## src/rtl/btn_debounce_pkg.sv

```systemverilog
// Shared project constants and helpers for the pushbutton debouncer.
package btn_debounce_pkg;

    // Board timing: 10 ms at a 100 MHz system clock.
    localparam int unsigned DEBOUNCE_10MS_100MHZ = 1000000;

    function automatic bit cnt_width_ok(input int unsigned width, input int unsigned stable);
        longint unsigned span;
        span = longint'(1) << width;
        return (span >= longint'(stable));
    endfunction

endpackage

```

## src/rtl/btn_debounce_sync_ff.sv

```systemverilog
// Generic multi-stage synchroniser for a single asynchronous input bit.
module sync_ff #(
    parameter int unsigned STAGES = 2
) (
    input  logic clk,
    input  logic reset,
    input  logic d,
    output logic q
);

    logic [STAGES-1:0] sr;

    always_ff @(posedge clk or posedge reset) begin
        if (reset) begin
            sr <= '0;
        end else begin
            sr <= {sr[STAGES-2:0], d};
        end
    end

    assign q = sr[STAGES-1];

endmodule

```

## src/rtl/btn_debounce.sv

```systemverilog
// Pushbutton debouncer: synchronises btn_in, then accepts a level change only
// after it has held for STABLE_CNT consecutive cycles; flags edges with pulses.
module btn_debounce
    import btn_debounce_pkg::*;
#(
    parameter int unsigned SYNC_STAGES = 2,
    parameter int unsigned STABLE_CNT  = DEBOUNCE_10MS_100MHZ,
    parameter int unsigned CNT_WIDTH   = 20
) (
    input  logic clk,
    input  logic reset,
    input  logic btn_in,
    output logic btn_level,
    output logic btn_rise,
    output logic btn_fall,
    output logic busy
);

    if (SYNC_STAGES < 2 || SYNC_STAGES > 4) begin : g_bad_sync
        $error("btn_debounce: SYNC_STAGES must be 2..4");
    end
    if (STABLE_CNT < 2 || !cnt_width_ok(CNT_WIDTH, STABLE_CNT)) begin : g_bad_cnt
        $error("btn_debounce: STABLE_CNT must be >= 2 and fit in CNT_WIDTH bits");
    end

    typedef enum logic [1:0] {
        IDLE_LO,
        WAIT_HI,
        IDLE_HI,
        WAIT_LO
    } state_t;

    localparam logic [CNT_WIDTH-1:0] CNT_LAST = CNT_WIDTH'(STABLE_CNT - 1);

    state_t               state;
    logic [CNT_WIDTH-1:0] cnt;
    logic                 btn_s;

    sync_ff #(
        .STAGES (SYNC_STAGES)
    ) u_sync (
        .clk   (clk),
        .reset (reset),
        .d     (btn_in),
        .q     (btn_s)
    );

    // Outputs are set from the next state so they change on the same edge
    // as the state they describe.
    always_ff @(posedge clk or posedge reset) begin
        if (reset) begin
            state     <= IDLE_LO;
            cnt       <= '0;
            btn_level <= 1'b0;
            btn_rise  <= 1'b0;
            btn_fall  <= 1'b0;
            busy      <= 1'b0;
        end else begin
            btn_rise <= 1'b0;
            btn_fall <= 1'b0;
            case (state)
                IDLE_LO: begin
                    if (btn_s) begin
                        state <= WAIT_HI;
                        cnt   <= '0;
                        busy  <= 1'b1;
                    end
                end
                WAIT_HI: begin
                    if (!btn_s) begin
                        state <= IDLE_LO;
                        cnt   <= '0;
                        busy  <= 1'b0;
                    end else if (cnt == CNT_LAST) begin
                        state     <= IDLE_HI;
                        cnt       <= '0;
                        busy      <= 1'b0;
                        btn_level <= 1'b1;
                        btn_rise  <= 1'b1;
                    end else begin
                        cnt <= cnt + 1'b1;
                    end
                end
                IDLE_HI: begin
                    if (!btn_s) begin
                        state <= WAIT_LO;
                        cnt   <= '0;
                        busy  <= 1'b1;
                    end
                end
                WAIT_LO: begin
                    if (btn_s) begin
                        state <= IDLE_HI;
                        cnt   <= '0;
                        busy  <= 1'b0;
                    end else if (cnt == CNT_LAST) begin
                        state     <= IDLE_LO;
                        cnt       <= '0;
                        busy      <= 1'b0;
                        btn_level <= 1'b0;
                        btn_fall  <= 1'b1;
                    end else begin
                        cnt <= cnt + 1'b1;
                    end
                end
                default: begin
                    state     <= IDLE_LO;
                    cnt       <= '0;
                    busy      <= 1'b0;
                    btn_level <= 1'b0;
                end
            endcase
        end
    end

endmodule
```

## config.mk

```make
export PLATFORM = sky130hd
export DESIGN_NAME = btn_debounce
export DESIGN_NICKNAME = d
export VERILOG_FILES = /design/src/rtl/btn_debounce_pkg.sv /design/src/rtl/btn_debounce_sync_ff.sv /design/src/rtl/btn_debounce.sv
export SDC_FILE = /design/constraint.sdc
export NUM_CORES = 1
export LEC_CHECK = 0
export ABC_AREA = 0
export BUFFER_PORTS_ARGS = -buffer_cell sky130_fd_sc_hd__buf_4
export CORE_MARGIN = 8
export CORE_UTILIZATION = 55
export DETAILED_ROUTE_END_ITERATION = 12
export GPL_ROUTABILITY_DRIVEN = 0
export PLACE_DENSITY = 0.71
export REMOVE_ABC_BUFFERS = 1
export SETUP_SLACK_MARGIN = 0.05
export SLEW_MARGIN = 10
export SYNTH_ARGS = -nofsm -noshare
export SYNTH_HDL_FRONTEND = slang
export SYNTH_SLANG_ARGS = --single-unit
export TNS_END_PERCENT = 20
```

## constraint.sdc

```tcl
create_clock -name clk -period 2.8 [get_ports clk]
set_clock_uncertainty 0.15 [all_clocks]
set_input_delay 0 -clock clk [delete_from_list [all_inputs] [get_ports clk]]
set_output_delay 0 -clock clk [all_outputs]
set_load 0.1 [all_outputs]
```

==> results.py <==
metrics = {
    "critical_path": {
        "setup.worst_path.class": "flip-flop to flip-flop",
        "crit_path_start_kind": "flip-flop",
        "cp-end-kind": "flip-flop",
        "reg2reg_from": "cnt[7]",
        "crit_top_cell": "a21o_1",
        "crit_buf_inv": 0,
        "slowest_stage": "or4b_1",
        "rrSetupSlack_ns": 0.27,
        "worstPathCellList": "or4b_1 > or3_4 > o31a_1 > a21o_1 > a21o_1",
        "critPathArrivalTime_ns": 2.61,
        "critPathMaxStageDelay_ns": 0.52,
        "cp_top_family": "simple AND/OR/NAND/NOR gates",
        "worstPathRequired_ns": 2.88,
        "worstRegToRegCells": 5,
        "reg2reg_to": "cnt[16]",
        "crit_fanout": 15,
    },
    "synth": {
        "postSynthAreaPerCell_sq_um": 9.625,
        "muxShareOfSynthArea_pct": 0,
        "synth_fa_ha_area_share_pct": 0.8496,
        "yosys_warnings": 0,
        "synth_edf_count": 0,
        "yosys.area_share.simple_pct": 23.62,
        "synth_compound_area_share_pct": 19.97,
        "postSynth.asyncResetShare_pct": 100.0,
        "ys_seq_area_share_pct": 47.58,
        "syn-cell-area_sq_um": 1473,
        "syn_inst": 153,
        "ys_seq_elements": 28,
        "synth_xor_area_share_pct": 2.379,
        "synth_top_family_by_area": "simple AND/OR/NAND/NOR gates",
        "ys_types": 42,
        "dominantRegCellSynth": "dfrtp_1",
    },
    "sta": {
        "min_period_over_period_pct": 90.24,
        "final_max_slew_viol_count": 0,
        "slew_headroom_pct": 31.74,
        "min_period_ns": 2.527,
        "worst_slew_pin_slew_ns": 1.023,
        "rsz0062_at_grt": "false",
        "max_clock_freq_mhz": 395.8,
        "setup_viol": 0,
        "fin_tns_setup_ns": 0,
        "hold_violations": 0,
    },
    "cts": {
        "clk_pin_slew_ns": 0.15,
        "cts_made_buffers": 3,
        "worstSkewPairLatency_ns": 0.33,
        "clockRootBuffer": "clkbuf_4",
        "cts_resized": 0,
        "cts_tree": "yes",
        "cts_buffer_depth": 2,
        "clkSinkCount": 28,
        "htreeDepth": 1,
    },
    "final_layout": {
        "finalCoreUtilization_pct": 63.91,
        "drive_above_1_share_pct": 11.80,
        "final_cell_mix": "dfrtp_1, nand2_1, o21ai_0",
        "area_growth_pct": 8.496,
        "mostFrequentLayoutCell": "dfrtp_1",
        "nets": 166,
        "num_antenna_cells": 0,
        "final_cells": 191,
    },
    "global_route": {
        "overflow": 0,
        "groute.usage.overall_pct": 14.74,
        "grt_max_degree": 29,
        "grt_first_pass_wirelength_mm": 5.313,
        "grt_antenna_before_repair": 0,
        "grt_pass1_vias": 1178,
    },
    "run": {
        "drv_cap": 0,
    },
    "placed_design": {
        "place_hpwl_mm": 2.091,
        "io_buffers": 6,
        "placed_cells": 185,
    },
    "floorplan": {
        "die_x_um": 67.75,
        "start_util_pct": 58.91,
        "rows": 18,
        "core_sq_um": 2500,
        "die_area_sq_um": 4589,
        "dieHeight_um": 67.75,
        "pin_count": 7,
    },
    "drt": {
        "viasPerCell": 6.068,
        "wl_mm": 2.884,
        "dr.pass1.iters": 4,
        "wl_per_cell_um": 15.10,
        "vias": 1159,
        "first_iter_violations": 64,
        "antenna_left": 0,
        "drc": 0,
    },
    "outcome": {
        "status": "complete, no violations",
    },
    "min_path": {
        "hold_depth": 2,
        "worstHoldStart": "btn_in",
        "holdPathEnd": "u_sync.sr[0]",
        "worstHoldPathType": "primary input to flip-flop",
    },
    "power": {
        "power_mw": 1.151,
        "irDropWorstVdd_mv": 0.4456,
        "power.density_nw_per_um2": 720.4,
        "power.leakage_nw": 0.6742,
    },
}
-- Yosys cell counts (all sizes together) (2+ instances only) --
master	instances	area, sq um
nand4	4	25.02
a21oi	9	45.04
clkbuf	2	7.510
nor3	4	20.02
a21o	2	15.01
buf	4	37.53
xor2	3	26.28
and3	4	25.02
o21ai	16	83.83
nand2	15	56.30
nand3	11	55.05
a31oi	3	18.77
dfrtp	28	700.7
a22o	2	17.52
o31a	2	17.52
nor2	2	7.510
or4	3	26.27
and2	2	12.51
inv	10	37.54
and4	3	26.28
o31ai	3	41.29
or3	7	48.80
or4b	2	20.02
-- layout make-up --
type | instances | area (sq um)
multi-input cells | 109 | 689.4
flip-flops and latches | 28 | 700.7
inverters | 10 | 37.54
clock buffers | 3 | 22.52
repair buffers | 10 | 80.08
well taps | 30 | 37.54
fillers | 207 | 902.1
clock inverters | 1 | 30.03
-- sequential cells by signal, summed over array words and instances, names as in the netlist, named ones only --
register   cells
btn_fall       1
btn_level      1
btn_rise       1
busy           1
cnt           20
state          1
u_sync.sr      2
-- what timing repair did --
action | in CTS | in global routing
buffers inserted | 0 | 0
hold endpoints to repair | 29 | 0
hold buffers | 2 | 0
-- layer usage --
layer	vias up	part of all wire [%]	track usage, %
met5	-	0	0
met4	0	0.66	7.050
met2	22	46	23.79
li1	578	-	-
met1	557	50	18.79
met3	2	3.5	2.318
-- worst register-to-register path, cell delays in order, from the launching register on --
cell	delay, ns
dfrtp_1	0.50
or4b_1	0.52
or3_4	0.37
o31a_1	0.50
a21o_1	0.24
a21o_1	0.16
-- kinds of logic after synthesis --
logic type,after synthesis
and+or+nand+nor,60
adders and majority gates,1
xor gates and xnor gates,4
buffers and inverters,16
AOI/OAI and AO/OA,44
DFF,28
-- worst max path at each step --
| stage | start | end | slack [ns] | cells after the start |
|---|---|---|---|---|
| 3_3_place_gp | cnt[7] | cnt[16] | 0.34 | 5 |
| 4_1_cts | cnt[7] | cnt[16] | 0.29 | 5 |
| 2_1_floorplan | cnt[7] | cnt[16] | 0.46 | 5 |
| 5_1_grt | cnt[7] | cnt[2] | 0.16 | 5 |
| 3_5_place_dp | cnt[7] | cnt[2] | 0.29 | 5 |
| 6_report | cnt[7] | cnt[16] | 0.27 | 5 |
-- power breakdown --
group | switching, mW | internal (mW) | leakage [nW]
Combinational | 0.280 | 0.132 | 0.268
Clock | 0.117 | 0.145 | 0.0279
Sequential | 0.0368 | 0.441 | 0.379
Total | 0.434 | 0.717 | 0.674
-- per-stage QoR --
step / area (sq um) / hold WS, ns / worst slack (ns)
2_1_floorplan: 1428 / -0.1186 / 0.4574
3_3_place_gp: 1525 / -0.03925 / 0.3400
3_5_place_dp: 1525 / -0.03629 / 0.2939
4_1_cts: 1598 / 0.1567 / 0.2886
5_1_grt: 1598 / 0.1574 / 0.1590
6_report: 1598 / 0.1722 / 0.2734
No activity file was read; power rests on OpenSTA's default activity.
